## src/rtl/cr_prefixPKG.sv

```systemverilog
// Local types and defaults for the prefix output controller.
// Pure definitions; no latency.
// No flow control.
package cr_prefixPKG;

    // Controller phases: forward bypass traffic, or splice in the PFD TLV
    typedef enum logic {
        PASS   = 1'b0,
        INSERT = 1'b1
    } obc_state_e;

    // Starved INSERT cycles tolerated before the PFD insertion is abandoned
    localparam logic [7:0] OBC_PFD_TIMEOUT_DFLT = 8'd255;

endpackage

```

## src/rtl/cr_structs.sv

```systemverilog
// Shared TLV bus and command-word layouts used by the prefix output path.
// Pure type definitions; no logic, no latency.
// No flow control here; users carry their own rd/wr/full handshakes.
package cr_structs;

    // TLV type codes carried in every bus word
    typedef enum logic [4:0] {
        DATA_UNK = 5'd0,
        CMD      = 5'd1,
        PFD      = 5'd2,
        FTR      = 5'd3
    } tlv_types_e;

    // One word of the TLV pipe bus (header bits on top, payload below)
    typedef struct packed {
        tlv_types_e  typen;
        logic        sot;
        logic        eot;
        logic [7:0]  tuser;
        logic [63:0] tdata;
    } tlvp_if_bus_t;

    // Prefix handling requested by the command TLV
    typedef enum logic [3:0] {
        NO_PREFIX     = 4'd0,
        USER_PREFIX   = 4'd1,
        PREDEF_PREFIX = 4'd2,
        PREDET_HUFF   = 4'd3
    } xp10_prefix_mode_e;

    // Overlay of the final command word; same width as tlvp_if_bus_t
    typedef struct packed {
        logic [14:0]       tlv_hdr;
        logic [37:0]       rsvd0;
        logic [5:0]        xp10_user_prefix_size;
        xp10_prefix_mode_e xp10_prefix_mode;
        logic [15:0]       rsvd1;
    } tlv_cmd_word_2_t;

endpackage

```

## src/rtl/cr_prefix_obc.sv

```systemverilog
// Merges the bypass TLV stream with a generated prefix-data TLV after qualifying commands.
// Latency: a word popped in cycle N is written to the user FIFO in cycle N+1.
// Backpressure: no pop while the user FIFO is full, or almost full with a write in flight.
module cr_prefix_obc
    import cr_structs::*;
    import cr_prefixPKG::*;
#(
    parameter logic [7:0] OBC_PFD_TIMEOUT = OBC_PFD_TIMEOUT_DFLT
) (
    input  logic         clk,
    input  logic         rst,
    input  logic         bp_tlv_empty,
    input  tlvp_if_bus_t bp_tlv,
    output logic         bp_tlv_rd,
    input  logic         pfd_tlv_empty,
    input  tlvp_if_bus_t pfd_tlv,
    output logic         pfd_tlv_rd,
    input  logic         usr_ob_full,
    input  logic         usr_ob_afull,
    output logic         usr_ob_wr,
    output tlvp_if_bus_t usr_ob_tlv,
    output logic         obc_pfd_done,
    output logic         obc_err
);

    obc_state_e      state_q, state_nxt;
    logic [7:0]      starve_q, starve_nxt;
    logic [7:0]      starve_inc;
    logic            pfd_first_q, pfd_first_nxt;
    logic            done_nxt, err_nxt, wr_nxt;
    tlvp_if_bus_t    tlv_nxt;
    logic            stall;
    logic            insert_hit;
    tlv_cmd_word_2_t cmd_w;
    logic            cmd_unused;

    // Almost-full only bites when a write is already landing this cycle
    assign stall = usr_ob_full | (usr_ob_afull & usr_ob_wr);

    // The last command word carries the prefix request fields
    assign cmd_w      = tlv_cmd_word_2_t'(bp_tlv);
    assign cmd_unused = ^{cmd_w.tlv_hdr, cmd_w.rsvd0, cmd_w.rsvd1};

    // A qualifying command asks for generated prefix data to follow it
    assign insert_hit = bp_tlv_rd && (bp_tlv.typen == CMD) && bp_tlv.eot &&
                        (cmd_w.xp10_user_prefix_size == 6'd0) &&
                        ((cmd_w.xp10_prefix_mode == PREDET_HUFF) ||
                         (cmd_w.xp10_prefix_mode == PREDEF_PREFIX));

    assign starve_inc = starve_q + 8'd1;

    // Pop only the FIFO that owns the current phase, and never during reset
    always_comb begin
        bp_tlv_rd  = 1'b0;
        pfd_tlv_rd = 1'b0;
        if (!rst) begin
            if (state_q == PASS) begin
                bp_tlv_rd = ~bp_tlv_empty & ~stall;
            end else begin
                pfd_tlv_rd = ~pfd_tlv_empty & ~stall;
            end
        end
    end

    // Phase transitions, starvation watchdog and registered output staging
    always_comb begin
        state_nxt     = state_q;
        starve_nxt    = starve_q;
        pfd_first_nxt = pfd_first_q;
        done_nxt      = 1'b0;
        err_nxt       = 1'b0;
        wr_nxt        = bp_tlv_rd | pfd_tlv_rd;
        tlv_nxt       = usr_ob_tlv;
        if (bp_tlv_rd) begin
            tlv_nxt = bp_tlv;
        end else if (pfd_tlv_rd) begin
            tlv_nxt = pfd_tlv;
        end

        case (state_q)
            PASS: begin
                if (insert_hit) begin
                    state_nxt     = INSERT;
                    starve_nxt    = 8'd0;
                    pfd_first_nxt = 1'b1;
                end
            end
            INSERT: begin
                if (pfd_tlv_rd) begin
                    starve_nxt    = 8'd0;
                    pfd_first_nxt = 1'b0;
                    // A PFD TLV that does not open with sot is malformed, but still forwarded
                    if (pfd_first_q && !pfd_tlv.sot) begin
                        err_nxt = 1'b1;
                    end
                    if (pfd_tlv.eot) begin
                        state_nxt = PASS;
                        done_nxt  = 1'b1;
                    end
                end else if (pfd_tlv_empty && !stall) begin
                    // Give up on the generator; no synthetic eot is fabricated
                    if (starve_inc == OBC_PFD_TIMEOUT) begin
                        err_nxt       = 1'b1;
                        state_nxt     = PASS;
                        starve_nxt    = 8'd0;
                        pfd_first_nxt = 1'b0;
                    end else begin
                        starve_nxt = starve_inc;
                    end
                end
            end
            default: begin
                state_nxt = PASS;
            end
        endcase
    end

    // State and registered outputs; reset abandons any partial TLV
    always_ff @(posedge clk or posedge rst) begin
        if (rst) begin
            state_q      <= PASS;
            starve_q     <= 8'd0;
            pfd_first_q  <= 1'b0;
            usr_ob_wr    <= 1'b0;
            usr_ob_tlv   <= '0;
            obc_pfd_done <= 1'b0;
            obc_err      <= 1'b0;
        end else begin
            state_q      <= state_nxt;
            starve_q     <= starve_nxt;
            pfd_first_q  <= pfd_first_nxt;
            usr_ob_wr    <= wr_nxt;
            usr_ob_tlv   <= tlv_nxt;
            obc_pfd_done <= done_nxt;
            obc_err      <= err_nxt;
        end
    end

endmodule
```

## config.mk

```make
export PLATFORM = sky130hd
export DESIGN_NAME = cr_prefix_obc
export DESIGN_NICKNAME = d
export VERILOG_FILES = /design/src/rtl/cr_prefixPKG.sv /design/src/rtl/cr_structs.sv /design/src/rtl/cr_prefix_obc.sv
export SDC_FILE = /design/constraint.sdc
export NUM_CORES = 1
export LEC_CHECK = 0
export CELL_PAD_IN_SITES_DETAIL_PLACEMENT = 1
export CELL_PAD_IN_SITES_GLOBAL_PLACEMENT = 1
export CORE_AREA = 2 2 131 133
export DETAILED_ROUTE_END_ITERATION = 6
export DIE_AREA = 0 0 133 135
export MAX_ROUTING_LAYER = met4
export PLACE_DENSITY_LB_ADDON = 0.1
export SLEW_MARGIN = 20
export SYNTH_ARGS = -nofsm -noshare
export SYNTH_HDL_FRONTEND = slang
export SYNTH_SLANG_ARGS = --single-unit
```

## constraint.sdc

```tcl
create_clock -name clk -period 4.3 [get_ports clk]
set_input_delay 1.29 -clock clk [delete_from_list [all_inputs] [get_ports clk]]
set_output_delay 1.29 -clock clk [all_outputs]
set_load 0.01 [all_outputs]
```

### Word-level counts from Yosys, hierarchy flattened

Index checks and enable logic that the tools add are counted.
Widths: inputs -> output; s select.

* reduce and logical (&&, ||, !) cells: 13
* equal/unequal tests: 7
* bitwise gates (word level): 9
* multiplexer cells: 30
* $add $sub $neg: 1

Operators with widths (number)
* $mux 79: 2
* $mux 8: 4
* $mux 1: 21
* $pmux 8 s2: 1
* $add 8x1->8 const B: 1
* $eq 4x2->1 const B: 2
* $eq 8x8->1 const B: 1
* $logic_and 1x1->1: 6
* $logic_not 6->1: 1
* $ne 3x2->1 const B: 2
* $eq 5x1->1 const B: 1
* $not 1->1: 4
* $pmux 1 s2: 2
* $and 1x1->1: 3
* $reduce_and 3->1: 1
* $logic_not 1->1: 2
* $ne 2x2->1 const B: 1
* $or 1x1->1: 2
* $reduce_and 2->1: 1
* $reduce_bool 2->1: 1
* $logic_or 1x1->1: 1

* logic and storage cells: 71
* bits in registers: 92

### Depth between registers and ports, before layout

* word-level depth: 12
* gate-level depth with buffers: 8
* gate-level depth less buffers: 7

### Least setup slack after synthesis

No wires, ideal clock.

* kind: input to register
* start point: input rst
* end point: register starve_q[2]
* buffers on the path: 1
* path slack: -26 ps
* required time: 4166 ps
* setup time: 134 ps
* arrival time: 4192 ps
* stages: 6
* cell sequence: inv_1 > o211ai_1 > o31a_1 > clkbuf_1 > nand2_1 > o211ai_2

* word-level cells in the longest chain between the ends: 7
* elaborated cells on any way between the ends: 11
* classes of those cells: eq/ne (2); mux (4); reduce/logical (5)

Ends and longest elaborated chain
* start, declared: line cr_prefix_obc.sv:11 `input logic rst,`
* $mux 1: line cr_prefix_obc.sv:56 `if (!rst) begin`
* $logic_and 1x1->1 (3 in series): line cr_prefix_obc.sv:45 `assign insert_hit = bp_tlv_rd && (bp_tlv.typen == CMD) && bp_tlv.eot &&`
* $logic_and 1x1->1: line cr_prefix_obc.sv:46 `(cmd_w.xp10_user_prefix_size == 6'd0) &&`
* $ne 2x2->1 (no line)
* $reduce_and 2->1 (no line)
* end signal, assigned: line cr_prefix_obc.sv:130 `starve_q <= starve_nxt;`
* end, declared: line cr_prefix_obc.sv:27 `logic [7:0] starve_q, starve_nxt;`

Parallel ways exist; a longest one is shown, timed or not.
A chain may end at the register's enable or synchronous reset.

### Final worst setup path

* start point: input usr_ob_afull
* end point: output bp_tlv_rd

* word-level cells in the longest chain between the ends: 6

Ends and longest elaborated chain
* start, declared: line cr_prefix_obc.sv:19 `input logic usr_ob_afull,`
* $and 1x1->1: line cr_prefix_obc.sv:38 `assign stall = usr_ob_full | (usr_ob_afull & usr_ob_wr);`
* $or 1x1->1: line cr_prefix_obc.sv:38
* $not 1->1: line cr_prefix_obc.sv:58 `bp_tlv_rd = ~bp_tlv_empty & ~stall;`
* $and 1x1->1: line cr_prefix_obc.sv:58
* $mux 1: line cr_prefix_obc.sv:57 `if (state_q == PASS) begin`
* $mux 1: line cr_prefix_obc.sv:56
* end, declared: line cr_prefix_obc.sv:14 `output logic bp_tlv_rd,`

No other way between the ends.

==> impl_metrics.csv <==
group,metric,value,unit
run_status,status,"finished clean",
synth,ys_types,41,
synth,synth_ff_type,"dfrtp_1",
timing,setup_tns,0,ns
min_path,holdPathEnd,"usr_ob_tlv[72]",
clocking,insertion_delay,0.34,ns
layout,fill_cells,1888,
layout,area_delta_synth_final,67.96,%
setup_path,worstSetupPathType,"in2out",
setup_path,cp.required,3.01,ns
drt,detail_route.wl_per_cell,17.93,µm
layout,design_area,7385,µm²
timing,worst_pin_slew,0.9377,ns
clocking,cts_buffer_depth,2,
synth,synthArstFlopShare,100.0,%
timing,hold_slack,0.4915,ns
setup_path,crit_path_max_fanout,5,
synth,synth_nets,685,
power,power.density,350.8,nW/µm²
floorplan,row_count,47,
setup_path,cp.depth,6,
synth,syn_avg_cell_area,8.472,µm²
layout,antenna_cells,0,
power,leakagePower,3.046,nW
floorplan,initial_core_util,26.80,%
timing,min_period,4.122,ns
floorplan,core,16410,µm²
timing,setup_viol,0,
setup_path,crit_family,"buffers and inverters",
drt,drt_wl_total,17500,µm
global_routing,grt_pass1_vias,5274,
place,dp_hpwl,12740,µm
setup_path,r2r_end,"usr_ob_tlv[17]",
layout,layout_commonest_cell,"clkdlybuf4s50_1",
global_routing,antenna_found_initial,0,
clocking,clockRootBuffer,"clkbuf_16",
global_routing,grt_pass1_wl,27770,µm
synth,netlist_instances,519,
drt,vias,4734,
place,placed_cell_area,7099,µm²
setup_path,reg2reg_from,"state_q",
floorplan,die-area,17960,µm²
clocking,post_cts_buffers,0,
floorplan,num_io_pins,248,
timing,min_period_over_period,95.87,%
layout,final_nets,917,
synth,seq_area_frac_synth,52.36,%
setup_path,slowest_delay,0.53,ns
global_routing,grt_overflow,0,
setup_path,cpMaxStageDelayCell,"clkdlybuf4s50_1",
global_routing,grtUsageTotal,20.18,%
timing,grt_setup_unrepaired,"no",
floorplan,die_w,133,µm
power,p_total,2.590,mW
floorplan,die_y,135,µm
setup_path,critPathBufInv,4,
layout,drive_gt1_share,5.556,%
drt,drt_iter0_drc,168,
drt,ant_nets,0,
job,max_cap_viol_count,0,
timing,maxSlewViolCount,0,
setup_path,reg2reg_depth,8,
min_path,min_from,"usr_ob_tlv[72]",
clocking,clock-sinks,92,
setup_path,cp_common_cell,"clkdlybuf4s50_1",
layout,final_cell_mix,"247 x clkdlybuf4s50_1, 141 x nand2_1, 95 x nor2_1",
synth,synth_edf_count,0,
clocking,cts_tree,"done",
clocking,ctsHoldBuffers,0,
power,vdd_drop_max,0.0001839,V
setup_path,critPathArrivalTime,2.83,ns
setup_path,reg2reg_slack,1.52,ns
clocking,clk_pin_slew,0.07,ns
place,io_buffers,247,
setup_path,crit_chain,"clkdlybuf4s50_1 > a21oi_1 > buf_4 > nand2_4 > inv_2 > clkdlybuf4s50_1",
min_path,min_path_cells,2,
timing,hold_violations,0,
synth,ys_ff_latch,92,
synth,ys_warn_count,0,
min_path,min_path_type,"reg2reg",
layout,multiInputGateArea,1948,µm²
drt,first_pass_iters,4,
drt,via_per_inst,4.850,
synth,syn_area,4397,µm²
global_routing,grt_max_degree,84,
clocking,post_cts_resized,0,
timing,max_slew_margin,37.49,%
setup_path,critPathLaunchType,"primary input",
drt,drc,0,
clocking,htree_levels,3,
timing,max_freq,0.2426,GHz
timing,clock_skew,0.006697,ns
layout,layout.cells.non_filler,976,
setup_path,crit_path_end_kind,"output pin",
place,gp_congestion,0.7982,
layout,ff_latch_area,2302,µm²
place,dp.cells,960,
clocking,cts_made_buffers,9,
-- through the flow --
stage	setup slack, ns	util, %
final	0.1778	45.01
after global routing	0.06191	45.01
after global placement	0.1753	43.27
after detailed placement	0.1715	43.27
after CTS	0.1647	45.01
after floorplan	0.4533	-
-- routing by layer --
layer | global-route usage (%) | vias up | share of wire (%)
met5 | - | - | 0
met4 | 6.810 | 0 | 2.2
met3 | 6.569 | 23 | 8.1
met2 | 34.14 | 168 | 49
met1 | 22.57 | 2294 | 40
li1 | - | 2249 | -
-- final cells by class --
type                            instances  share of cell area [%]
Tap cell                              220                   3.728
Timing Repair Buffer                  256                   34.40
Clock inverter                          5                  0.7116
Sequential cell                        92                   31.18
Clock buffer                           11                   3.151
Inverter                                8                  0.4575
Multi-Input combinational cell        384                   26.38
-- worst max-delay path by stage --
stage / to / startpoint / slack [ns]
4_1_cts: pfd_tlv_rd / rst / 0.16
5_1_grt: bp_tlv_rd / usr_ob_afull / 0.06
6_report: bp_tlv_rd / usr_ob_afull / 0.18
3_3_place_gp: bp_tlv_rd / usr_ob_afull / 0.18
2_1_floorplan: starve_q[1] / rst / 0.45
3_5_place_dp: pfd_tlv_rd / rst / 0.17
-- synthesized netlist by cell type (2+ instances only) --
master       n  area share [%]
nand2_1    142              12
nor2_1      95             8.1
dfrtp_1     92              52
a31oi_1     63             9.0
clkbuf_1    23             2.0
o22ai_1     13             1.8
buf_1        8            0.68
nand3_1      8            0.91
inv_1        6            0.51
nor3b_1      5            0.85
o2111ai_1    5             1.0
o211ai_2     5             1.4
a21oi_1      4            0.46
buf_2        4            0.46
nand4_1      4            0.57
nor3_1       4            0.46
nor4b_1      4            0.80
ha_1         2            0.57
inv_2        2            0.17
nand2b_1     2            0.28
nor4_1       2            0.28
o211ai_1     2            0.34
o21a_1       2            0.34
o21ai_0      2            0.23
o21ai_1      2            0.23
o31ai_2      2            0.57
or2_2        2            0.28
-- registers in the layout, indices dropped and copies added (netlist names) --
register      count
usr_ob_tlv       79
starve_q          8
obc_err           1
obc_pfd_done      1
pfd_first_q       1
state_q           1
usr_ob_wr         1
-- cells by family after synthesis --
| group | count (synthesis) | synth area share [%] |
|---|---|---|
| and+or+nand+nor | 274 | 25.95 |
| DFF | 92 | 52.36 |
| xor gates and xnor gates | 1 | 0.1992 |
| AOI/OAI and AO/OA | 107 | 17.13 |
| adders and majority gates | 2 | 0.5691 |
| buffers and inverters | 43 | 3.785 |
-- worst reg2reg max path, delay by kind of cell, from the launching register on --
family,cells,cell delay (ns)
buffers and inverters,3,1.53
DFF,1,0.58
and+or+nand+nor,5,0.56
-- power breakdown --
part           internal [mW]  total [mW]  switching (mW)
clock                  0.449       0.796           0.347
sequential              1.00        1.08          0.0765
combinational          0.434       0.718           0.283
total                   1.88        2.59           0.707
(Power assumes the default switching activity.)
